**src/rtl/fetch_stage.sv**
```systemverilog
// fetch_stage: owns the fetch PC, issues sequential word fetches to i_cache and
// buffers {pc, instr} pairs for decode; redirects flush the buffer and drop in-flight data.
module fetch_stage #(
    parameter int              XLEN       = 32,
    parameter logic [XLEN-1:0] RESET_PC   = '0,
    parameter int              FIFO_DEPTH = 4
) (
    input  logic            i_clk,
    input  logic            i_reset,
    output logic            o_cache_valid_address,
    output logic [XLEN-1:0] o_cache_address,
    input  logic [XLEN-1:0] i_cache_data,
    input  logic            i_cache_done,
    input  logic            i_redirect,
    input  logic [XLEN-1:0] i_redirect_pc,
    output logic            o_valid,
    output logic [XLEN-1:0] o_instr,
    output logic [XLEN-1:0] o_pc,
    input  logic            i_ready
);
    localparam int AW = $clog2(FIFO_DEPTH);
    localparam int CW = AW + 1;
    localparam logic [CW-1:0] FULL = CW'(FIFO_DEPTH);
    localparam logic [1:0] IDLE = 2'd0, WAIT = 2'd1, DISCARD = 2'd2;

    logic [1:0]      state;
    logic [XLEN-1:0] fetch_pc, req_addr, rpc, nxt_addr;
    logic [XLEN-1:0] mem_pc [FIFO_DEPTH];
    logic [XLEN-1:0] mem_instr [FIFO_DEPTH];
    logic [AW-1:0]   rd_ptr, wr_ptr;
    logic [CW-1:0]   count, count_after;
    logic            push, pop;

    always_comb begin
        rpc         = i_redirect_pc & ~XLEN'(3);
        nxt_addr    = req_addr + XLEN'(4);
        push        = state == WAIT && i_cache_done && !i_redirect;
        pop         = o_valid && i_ready;
        count_after = count + CW'(push) - CW'(pop);
    end

    assign o_cache_valid_address = state == WAIT || state == DISCARD;
    assign o_cache_address       = req_addr;
    assign o_valid               = count != '0;
    assign o_instr               = o_valid ? mem_instr[rd_ptr] : '0;
    assign o_pc                  = o_valid ? mem_pc[rd_ptr] : '0;

    always_ff @(posedge i_clk) begin
        if (!i_reset) begin
            state    <= IDLE;
            fetch_pc <= RESET_PC;
            req_addr <= RESET_PC;
        end else begin
            case (state)
                IDLE: begin
                    if (i_redirect) begin
                        fetch_pc <= rpc;
                    end else if (count < FULL) begin
                        req_addr <= fetch_pc;
                        state    <= WAIT;
                    end
                end
                WAIT: begin
                    if (i_cache_done && i_redirect) begin
                        fetch_pc <= rpc;
                        req_addr <= rpc;
                    end else if (i_cache_done) begin
                        fetch_pc <= nxt_addr;
                        if (count_after < FULL) req_addr <= nxt_addr;
                        else state <= IDLE;
                    end else if (i_redirect) begin
                        fetch_pc <= rpc;
                        state    <= DISCARD;
                    end
                end
                default: begin
                    // the address stays on the bus until the stale request completes
                    if (i_redirect) fetch_pc <= rpc;
                    if (i_cache_done) begin
                        req_addr <= i_redirect ? rpc : fetch_pc;
                        state    <= WAIT;
                    end
                end
            endcase
        end
    end

    always_ff @(posedge i_clk) begin
        if (!i_reset || i_redirect) begin
            rd_ptr <= '0;
            wr_ptr <= '0;
            count  <= '0;
        end else begin
            if (push) wr_ptr <= wr_ptr + 1'b1;
            if (pop) rd_ptr <= rd_ptr + 1'b1;
            count <= count_after;
        end
    end

    always_ff @(posedge i_clk) begin
        if (i_reset && push) begin
            mem_pc[wr_ptr]    <= req_addr;
            mem_instr[wr_ptr] <= i_cache_data;
        end
    end

    always_ff @(posedge i_clk) begin
        if (i_reset) begin
            assert (!(push && !pop && count == FULL));
            assert (!(pop && count == '0));
        end
    end
endmodule

```
**config.mk**
```make
export PLATFORM = sky130hd
export DESIGN_NAME = fetch_stage
export DESIGN_NICKNAME = d
export VERILOG_FILES = /design/src/rtl/fetch_stage.sv
export SDC_FILE = /design/constraint.sdc
export NUM_CORES = 1
export LEC_CHECK = 0
export BUFFER_PORTS_ARGS = -buffer_cell sky130_fd_sc_hd__buf_2
export CORE_ASPECT_RATIO = 1.2
export CORE_MARGIN = 2
export CORE_UTILIZATION = 35
export DETAILED_ROUTE_END_ITERATION = 8
export PLACE_DENSITY = 0.62
export RECOVER_POWER = 50
export SLEW_MARGIN = 20
export SYNTH_ARGS = -nofsm -noshare
export SYNTH_HDL_FRONTEND = slang
export SYNTH_SLANG_ARGS = --single-unit
```
**constraint.sdc**
```tcl
create_clock -name i_clk -period 6.15 [get_ports i_clk]
set_clock_uncertainty 0.05 [all_clocks]
set_input_delay 0 -clock i_clk [delete_from_list [all_inputs] [get_ports i_clk]]
set_output_delay 0 -clock i_clk [all_outputs]
set_load 0.01 [all_outputs]
```
### After elaboration in Yosys (flattened, before gate mapping)

Memories as Yosys holds them, arrays and structs flattened. A register that Yosys moved wholly into a read port is not among the register bits.
Index checks and enable logic that the tools add are counted.
W data, S select, Z words.

* reductions and logical operators: 14
* muxes and demuxes: 27
* $lt $le $gt $ge: 2
* add/subtract/negate cells: 5
* eq/ne operators: 9

Operators by type and width (number)
* $mux W32: 12
* $pmux W32 S2: 1
* $add A32 B3 Y32 const B: 1
* $mux W2: 11
* $lt A3 B3 Y1 const B: 2
* $ne A2 B2 Y1 const B: 3
* $ne A3 B3 Y1 const B: 2
* $reduce_and A6 Y1: 1
* $reduce_bool A3 Y1: 2
* $logic_and A1 B1 Y1: 5
* $reduce_and A5 Y1: 1
* $add A2 B1 Y2 const B: 2
* $pmux W2 S2: 1
* $add A3 B1 Y3: 1
* $ne A3 B1 Y1 const B: 1
* $ne A3 B2 Y1 const B: 1
* $sub A3 B1 Y3: 1
* $eq A2 B1 Y1 const B: 1
* $eq A2 B2 Y1 const B: 1
* $logic_not A1 Y1: 2
* $logic_not A2 Y1: 1
* $logic_or A1 B1 Y1: 2
* $mux W1: 2

* output and inout bits: 98
* bits in writable memories: 256
* register bits after elaboration: 73
* word-level logic and storage cells: 65
* memories: 2
* input port bits: 69

Memories
* mem_instr: words 4, width 32, read ports 1, clocked after memory_dff 1, wr ports 1, line 29 `logic [XLEN-1:0] mem_instr [FIFO_DEPTH];`
* mem_pc: words 4, width 32, read ports 1, clocked after memory_dff 1, wr ports 1, line 28 `logic [XLEN-1:0] mem_pc [FIFO_DEPTH];`

### Logic depth before layout (Yosys ltp)

Gate-level depths: netlist of the first run.

* depth after elaboration: 10
* mapped depth: 17
* mapped depth without buffers: 13

### Worst setup path before layout of the first run

No wires, ideal clock.

* kind: reg2reg
* from: reg state[1]
* to: reg req_addr[10], in the netlist o_cache_address[10]
* path buffers: 4
* stages on the path, launching flop included: 17
* period minus slack after synthesis: 3.488 ns
* required time: 5.981 ns
* data arrival time: 3.319 ns
* library setup time: 0.119 ns
* slack: 2.662 ns
* path through: dfxtp_1 > inv_1 > ha_1 > clkbuf_1 > and2_1 > buf_2 > nand2_1 > ha_1 > inv_1 > ha_1 > fa_1 > xnor2_1 > mux2i_1 > nor2_1 > buf_2 > buf_1 > o221a_2

* longest elaborated chain between the ends: 8
* elaborated cells on any way between the ends: 14
* classes of those cells: add/sub: 2; order compare: 1; eq/ne: 5; mux: 1; reduce/logical: 5

Ends and longest elaborated chain
* from (decl): line 26 `logic [1:0] state;`
* from (signal assigned): line 50 `state <= IDLE;`
* from (signal assigned): line 60 `state <= WAIT;`
* from (signal assigned): line 70 `else state <= IDLE;`
* $eq A2 B1 Y1: line 37, 54
* $logic_and A1 B1 Y1 (2 in series): line 37 `push = state == WAIT && i_cache_done && !i_redirect;`
* $add A3 B1 Y3: line 39 `count_after = count + CW'(push) - CW'(pop);`
* $sub A3 B1 Y3: line 39
* $lt A3 B3 Y1: line 69 `if (count_after < FULL) req_addr <= nxt_addr;`
* $ne A3 B1 Y1 (no source line)
* $reduce_and A5 Y1 (no source line)
* to (signal assigned): line 66 `req_addr <= rpc;`
* to (signal assigned): line 69
* to (signal assigned): line 80 `req_addr <= i_redirect ? rpc : fetch_pc;`
* to (decl): line 27 `logic [XLEN-1:0] fetch_pc, req_addr, rpc, nxt_addr;`

Several ways; a longest one is shown, not always the timed one.
A chain may end at the register's enable or synchronous reset.

### Worst setup path after layout of the first run

* from: reg state[0]
* to: reg req_addr[10], in the netlist o_cache_address[10]

The elaborated chain is that of the path after synthesis.

==> results of run 1 <==
## registers in the layout, indices dropped and copies added (netlist names), named ones only
signal and flops:
o_cache_address 32, mem_pc 128, fetch_pc 32, count 3, state 2, mem_instr 128
rd_ptr 2, wr_ptr 2
## kinds of logic after synthesis
family	after synthesis	synth area share
DFF	331	0.641
and+or+nand+nor	298	0.112
muxes	71	0.106
buffers and inverters	90	0.0251
adders and majority gates	10	0.00925
AOI/OAI and AO/OA	199	0.0929
xor gates and xnor gates	23	0.0141
## per-stage QoR
stage	cells	worst slack (ns)
floorplan	1022	2.66
CTS	1795	2.08
global route	1799	0.985
detailed placement	1662	2.10
finish	1799	1.35
global placement	1662	2.17
## what timing repair did
action	4_1_cts	5_1_grt
endpoints found under the setup margin	0	0
hold buffers	70	0
setup buffers	0	0
endpoints found under the hold margin	192	0
## area by class of cell
| cell class | instances | share of cell area |
|---|---|---|
| antenna | 1 | 0.000143 |
| clock buffer | 47 | 0.0569 |
| clock inverter | 16 | 0.0103 |
| inverter | 15 | 0.00322 |
| multi-input combinational | 601 | 0.275 |
| sequential | 331 | 0.526 |
| tap | 539 | 0.0386 |
| timing repair buffer | 249 | 0.0897 |
## metal layers
metal / track usage / wire length [um] / part of all wire
met4: 0.0570 / 950 / 0.026
met5: 0 / 0 / 0
met3: 0.0280 / 2160 / 0.060
met1: 0.220 / 15400 / 0.43
met2: 0.288 / 17600 / 0.49
## power by group through the flow
stage,clock [mW],sequential [mW],combinational [mW]
2_1_floorplan,0,2.64,0.388
3_5_place_dp,0,2.69,0.611
4_1_cts,2.20,2.64,0.651
3_3_place_gp,0,2.68,0.605
5_1_grt,2.29,2.66,0.702
6_report,2.15,2.64,0.639
## synth_stat cells (all sizes together), types with 6 or more instances
cell type | n | area, um^2
nor4 | 8 | 68.8
buf | 24 | 113
o21ai | 49 | 245
nand3 | 27 | 135
clkbuf | 51 | 191
xor2 | 7 | 61.3
a22oi | 6 | 45.0
a21oi | 42 | 210
nor2 | 63 | 236
a221oi | 7 | 61.3
nor3 | 18 | 100
a22o | 12 | 105
inv | 15 | 56.3
and3 | 12 | 75.1
a31oi | 11 | 68.8
xnor2 | 16 | 140
ha | 9 | 113
or3 | 12 | 75.1
o21a | 7 | 52.6
nand2 | 50 | 188
mux4 | 64 | 1440
o22ai | 7 | 43.8
edfxtp | 256 | 7690
o32ai | 7 | 68.8
dfxtp | 75 | 1500
and2 | 76 | 475
nand4 | 10 | 83.8
mux2i | 6 | 60.1
a211oi | 6 | 45.0
and4 | 6 | 52.6
## tightest hold or removal path: cells and delay by family
kind | cells | cell delay, ns
buffers and inverters | 2 | 0.19
AND/OR/NAND/NOR | 1 | 0.16
AO/OA/AOI/OAI | 2 | 0.18
## path summary, 6_finish.rpt
path / from / end / slack [ns] / depth (start not counted)
setup / recovery: state[0] / o_cache_address[10] / 1.35 / 14
setup reg to reg: state[0] / o_cache_address[10] / 1.35 / 14
hold reg to reg: fetch_pc[0] / fetch_pc[0] / 0.41 / 2
hold / removal: i_redirect / fetch_pc[30] / 0.03 / 5
==> impl_results.md, run 1 <==
- Top library cells by usage in the layout, fill and taps aside: 256 x edfxtp_1, 89 x clkbuf_1, 84 x buf_2
- TritonRoute pass-1 iters: 5
- Post-synthesis cell type count: slightly above 70
- Time the final worst path needs with I/O delays and setup: 4.80 ns
- Area after detailed placement: 15700 um^2
- Number of CTS-inserted buffers: 35
- Number of global-route vias before repair: between 9000 and 10000
- Worst setup path category: reg -> reg
- Clock Tree Root: clkbuf_16
- Flip-flop and latch area: 9190 um^2
- Slew at the pin closest to its max-slew limit: around 2.6 ns
- Part of the power in combinational logic: 0.118
- Post-detailed-route via-to-cell ratio: 5.36
- Peak Freq: 208 MHz
- Number of violations of the max-capacitance limit: 2
- Layout area overhead: 22.0%
- Number of fill cells in the layout: 3725
- Register share of total power: 0.486
- Post-cts repair resize count: 0
- Total number of yosys warnings: 0
- Total Negative Setup Slacks: 0 ns
- Average instance area after synthesis: 14.0 um^2
- Number of antenna violations at the first check in global routing: 2
- Slowest cell on the critical path: clkbuf_1
- Tightest slew margin relative to the limit: -0.742
- Drt initial violations: approximately 740
- Switching power: 1.37 mW
- Final setup violating endpoints: 0
- Clock transition at path regs: 0.06 ns
- Total number of placement rows: between 80 and 90
- Final instance area: 17500 um^2
- Leakage power summed over all cells: 5.82 nW
- Initial Util: 0.354
- Sequential fraction of the synthesis area: 0.641
- Setup crit start kind: register
- Nets: between 1000 and 1500
- Synthesized cell area: around 14000 um^2
- Post-synthesis async set-or-reset flop share: 0
- Level count of the clock H-tree: 2
- Source-to-sink clock delay at the later pin of the worst-skew pair: 0.51 ns
- Final HPWL from detailed placement: 21500 um
- Arrival time at the worst endpoint: a little over 5 ns
- Cell family with the largest share of critical-path delay: buffers and inverters
- Share of post-route cells with drive strength above 1: 0.187
- Antenna-violating nets left: 0
- Total number of clock tree sinks: roughly 330
- Biggest fanout along the worst timing path: 38
- Violated checks: capacitance limit, slew limit
- Routed via count: 9635
- Area of the die: 42600 um^2
- Routability congestion estimate: 0.832
- Final core area utilization: 0.431
- Longest Clk Path Bufs: 3
- Most used cell, CP: ha_1
- Worst IR drop on VDD: approximately 0.13 mV
- Worst Path Buf+Inv: 3
- Final Total Pwr: 5.43 mW
- Min Hold Slack: 0.0259 ns
- Detailed-route wire length per cell: 20.1 um
- Final hold violation count: 0
- I/O pin count: approximately 170
- Series of cell instances along the critical path: ha_1, clkbuf_1, and2_0, nand2_1, ha_1, inv_1, ha_1, fa_1, xnor2_1, mux2i_1, nor2_2, buf_4, o211ai_1, o221a_2
- Area of combinational cells with multiple inputs: 4820 um^2
- Overall routed net length: 36100 um
- CTS tree: built
- Most instantiated flip-flop cell in the synthesis netlist: edfxtp_1
- Switching share of total power: 0.253
- Crit path required time: 6.50 ns
- Synthesized Nets: 1101
- Number of remaining DRC errors: 0
- Post-synthesis instance total: 1022
- Fin. max-slew vios: 76
- Most common cell after layout, fill and taps aside: edfxtp_1
- Die X-Extent: ~190 um
- Class of the most critical hold timing path: in -> reg
- EDFF count, synth: 256
- Clock network fraction of design power: 0.396
- Global-route total usage across every layer: 0.169
- Cell area power density: 311 nW/um^2
- Kind of end point of the critical path: register
- P_int: around 4.1 mW
- Peak per-stage delay on the critical path: ~1.3 ns
- GR Overflow Total: 0
- Status: complete, but fails checks
- Die Ht: approximately 230 um
- Standard cell core area: 40500 um^2
- RSZ-0062 raised after global routing: no
- Total of flip-flops plus latches after synthesis: ~330
- Port-buffer cells: 164
- Pin count of the biggest net entering global routing: 67
- Global-route wire length before repair: 55500 um
- Share of the cycle needed by the critical path after routing: 0.780
Note: power is estimated with default switching activity, not from simulation.
==> run 2: changes to the inputs <==
PLACE_DENSITY = 0.64   (was 0.62)
clock period = 4.11 ns   (was 6.15 ns; I/O delays follow)
==> run 2 against run 1 <==
Compared with the run above: highest routed layer unchanged; clock power rose by 44%; the flow still finishes with violations (capacitance limit, slew limit); critical path type unchanged; sequential share of layout area fell by 0.13 points; die area did not move; fmax rose by 34%; core utilization rose by 0.13 points; largest cell class unchanged; routed wire length rose by 2.3%; sequential power rose by 50%; setup slack got worse by 0.83 ns; critical path depth fell by 3; first-iteration DRC count fell by 6.2%; hold slack improved by 0.031 ns; combinational power rose by 51%.
==> impl_results.md, run 2 (synthesized netlist as in run 1, its figures left out) <==
- Biggest fanout along the worst timing path: 12
- Part of the power in combinational logic: 0.121
- Post-detailed-route via-to-cell ratio: between 5 and 6
- Cts-stage hold buffer count: 67
- Final instance area: 17500 um^2
- Tightest slew margin relative to the limit: -0.167
- Clock transition at path regs: 0.07 ns
- Setup slack after placement: 0.566 ns
- Number of CTS-inserted buffers: 34
- Total number of placement rows: 81
- Endpoint of the worst register-to-register path: o_cache_address[24]
- Setup crit start kind: register
- Share of post-route cells with drive strength above 1: 0.203
- Crit path required time: 4.44 ns
- Final HPWL from detailed placement: 23200 um
- Die Ht: between 200 and 250 um
- Class of the most critical hold timing path: in -> reg
- Longest Clk Path Bufs: 3
- TritonRoute pass-1 iters: 5
- Top library cells by usage in the layout, fill and taps aside: 256 x edfxtp_1, 93 x buf_2, 79 x clkbuf_1
- Layout area overhead: 22.3%
- Initial Util: 0.354
- Launch point of the worst path: count[2]
- Final Total Pwr: 8.00 mW
- Number of violations of the max-capacitance limit: 1
- Die X-Extent: 189 um
- Leakage power summed over all cells: 5.88 nW
- Antenna-violating nets left: 0
- Final setup violating endpoints: 0
- GR Overflow Total: 0
- Worst IR drop on VDD: 0.225 mV
- Arrival time at the worst endpoint: 3.92 ns
- Global-route wire length before repair: 56200 um
- Switching power: 2.07 mW
- Most common cell after layout, fill and taps aside: edfxtp_1
- Fin. max-slew vios: 38
- Clock network fraction of design power: 0.386
- Clock Tree Root: clkbuf_16
- Setup repair bufs after CTS: 0
- Number of antenna violations at the first check in global routing: 1
- Count of placed standard cells including taps: 1676
- Overall routed net length: 36900 um
- Global-route total usage across every layer: 0.171
- Cell depth of the worst flop-to-flop path: 11
- Pin count of the biggest net entering global routing: 66
- Register share of total power: 0.494
- Routed via count: 9629
- Worst setup path category: reg -> reg
- Drt initial violations: between 600 and 700
- CTS tree: built
- Nets: 1319
- Peak Freq: 279 MHz
- Standard cell core area: 40500 um^2
- RSZ-0062 raised after global routing: no
- Area after detailed placement: 15800 um^2
- Time the final worst path needs with I/O delays and setup: 3.59 ns
- Share of the cycle needed by the critical path after routing: 0.873
- I/O pin count: approximately 170
- P_int: 5.94 mW
- Area of the die: 42600 um^2
- Level count of the clock H-tree: 2
- Largest regs: mem_instr: 128 flops, mem_pc: 128 flops
- Kind of end point of the critical path: register
- Status: complete, but fails checks
- Source-to-sink clock delay at the later pin of the worst-skew pair: 0.53 ns
- Routability congestion estimate: 0.831
- Violated checks: capacitance limit, slew limit
- Critical path endpoint: o_cache_address[24]
- Final hold violation count: 0
- Number of remaining DRC errors: 0
- Switching share of total power: 0.258
- Total Negative Setup Slacks: 0 ns
- Slew at the pin closest to its max-slew limit: 1.75 ns
- Post-cts repair resize count: 0
- Smallest setup slack after layout: 0.521 ns
- Detailed-route wire length per cell: about 20 um
- Total number of clock tree sinks: between 300 and 400
- Source of the worst register-to-register timing path: count[2]
- Port-buffer cells: roughly 160
- Filler-free cell count of the finished design: around 1800
- Number of global-route vias before repair: 9641
- Cell area power density: 456 nW/um^2
- FF-to-FF setup slack: 0.52 ns
run 2: power by group through the flow:
stage / clock network [mW] / logic [mW] / registers, mW
4_1_cts: 3.15 / 0.986 / 3.95
2_1_floorplan: 0 / 0.580 / 3.95
6_report: 3.09 / 0.965 / 3.95
5_1_grt: 3.27 / 1.05 / 3.97
3_3_place_gp: 0 / 0.917 / 4.01
3_5_place_dp: 0 / 0.929 / 4.02
run 2: layer usage:
layer,track usage,vias to the layer above,wire [um]
li1,-,4404,-
met1,0.215,4817,15300
met2,0.292,337,18000
met3,0.0326,71,2320
met4,0.0668,0,1270
met5,0,-,0
run 2: cell type report:
class,instances,area [um^2]
Fill cell,3700,23000
Inverter,15,56.3
Clock inverter,15,138
Sequential cell,331,9200
Clock buffer,46,980
Tap cell,539,674
Antenna cell,1,2.50
Timing Repair Buffer,257,1680
Multi-Input combinational cell,601,4810
run 2: how the worst min path moves through the flow:
stage	startpoint	end	slack, ns	cells after the start
after floorplan	i_cache_data[0]	mem_instr[0][0]	0.05	0
after CTS	i_reset	o_cache_address[18]	0.04	4
after detailed placement	i_cache_data[6]	mem_instr[1][6]	0.17	1
after global routing	i_reset	o_cache_address[10]	0.07	3
final	i_reset	o_cache_address[18]	0.06	4
after global placement	i_cache_data[28]	mem_instr[0][28]	0.16	1
run 2: worst max-delay path, stage by stage, from the launching register on:
cell      delay [ns]
dfxtp_1         0.36
or3_2           0.49
and2_0          0.22
ha_1            0.30
inv_1           0.04
ha_1            0.19
fa_1            0.38
xnor2_1         0.29
mux2i_1         0.42
nor2_2          0.10
nand2_1         0.40
o221ai_1        0.20
run 2: stage by stage:
stage | hold WS, ns | util
final | 0.0568 | 0.433
after global routing | 0.0718 | 0.433
after CTS | 0.0441 | 0.435
after detailed placement | 0.173 | 0.391
after global placement | 0.163 | 0.391
after floorplan | 0.0489 | -
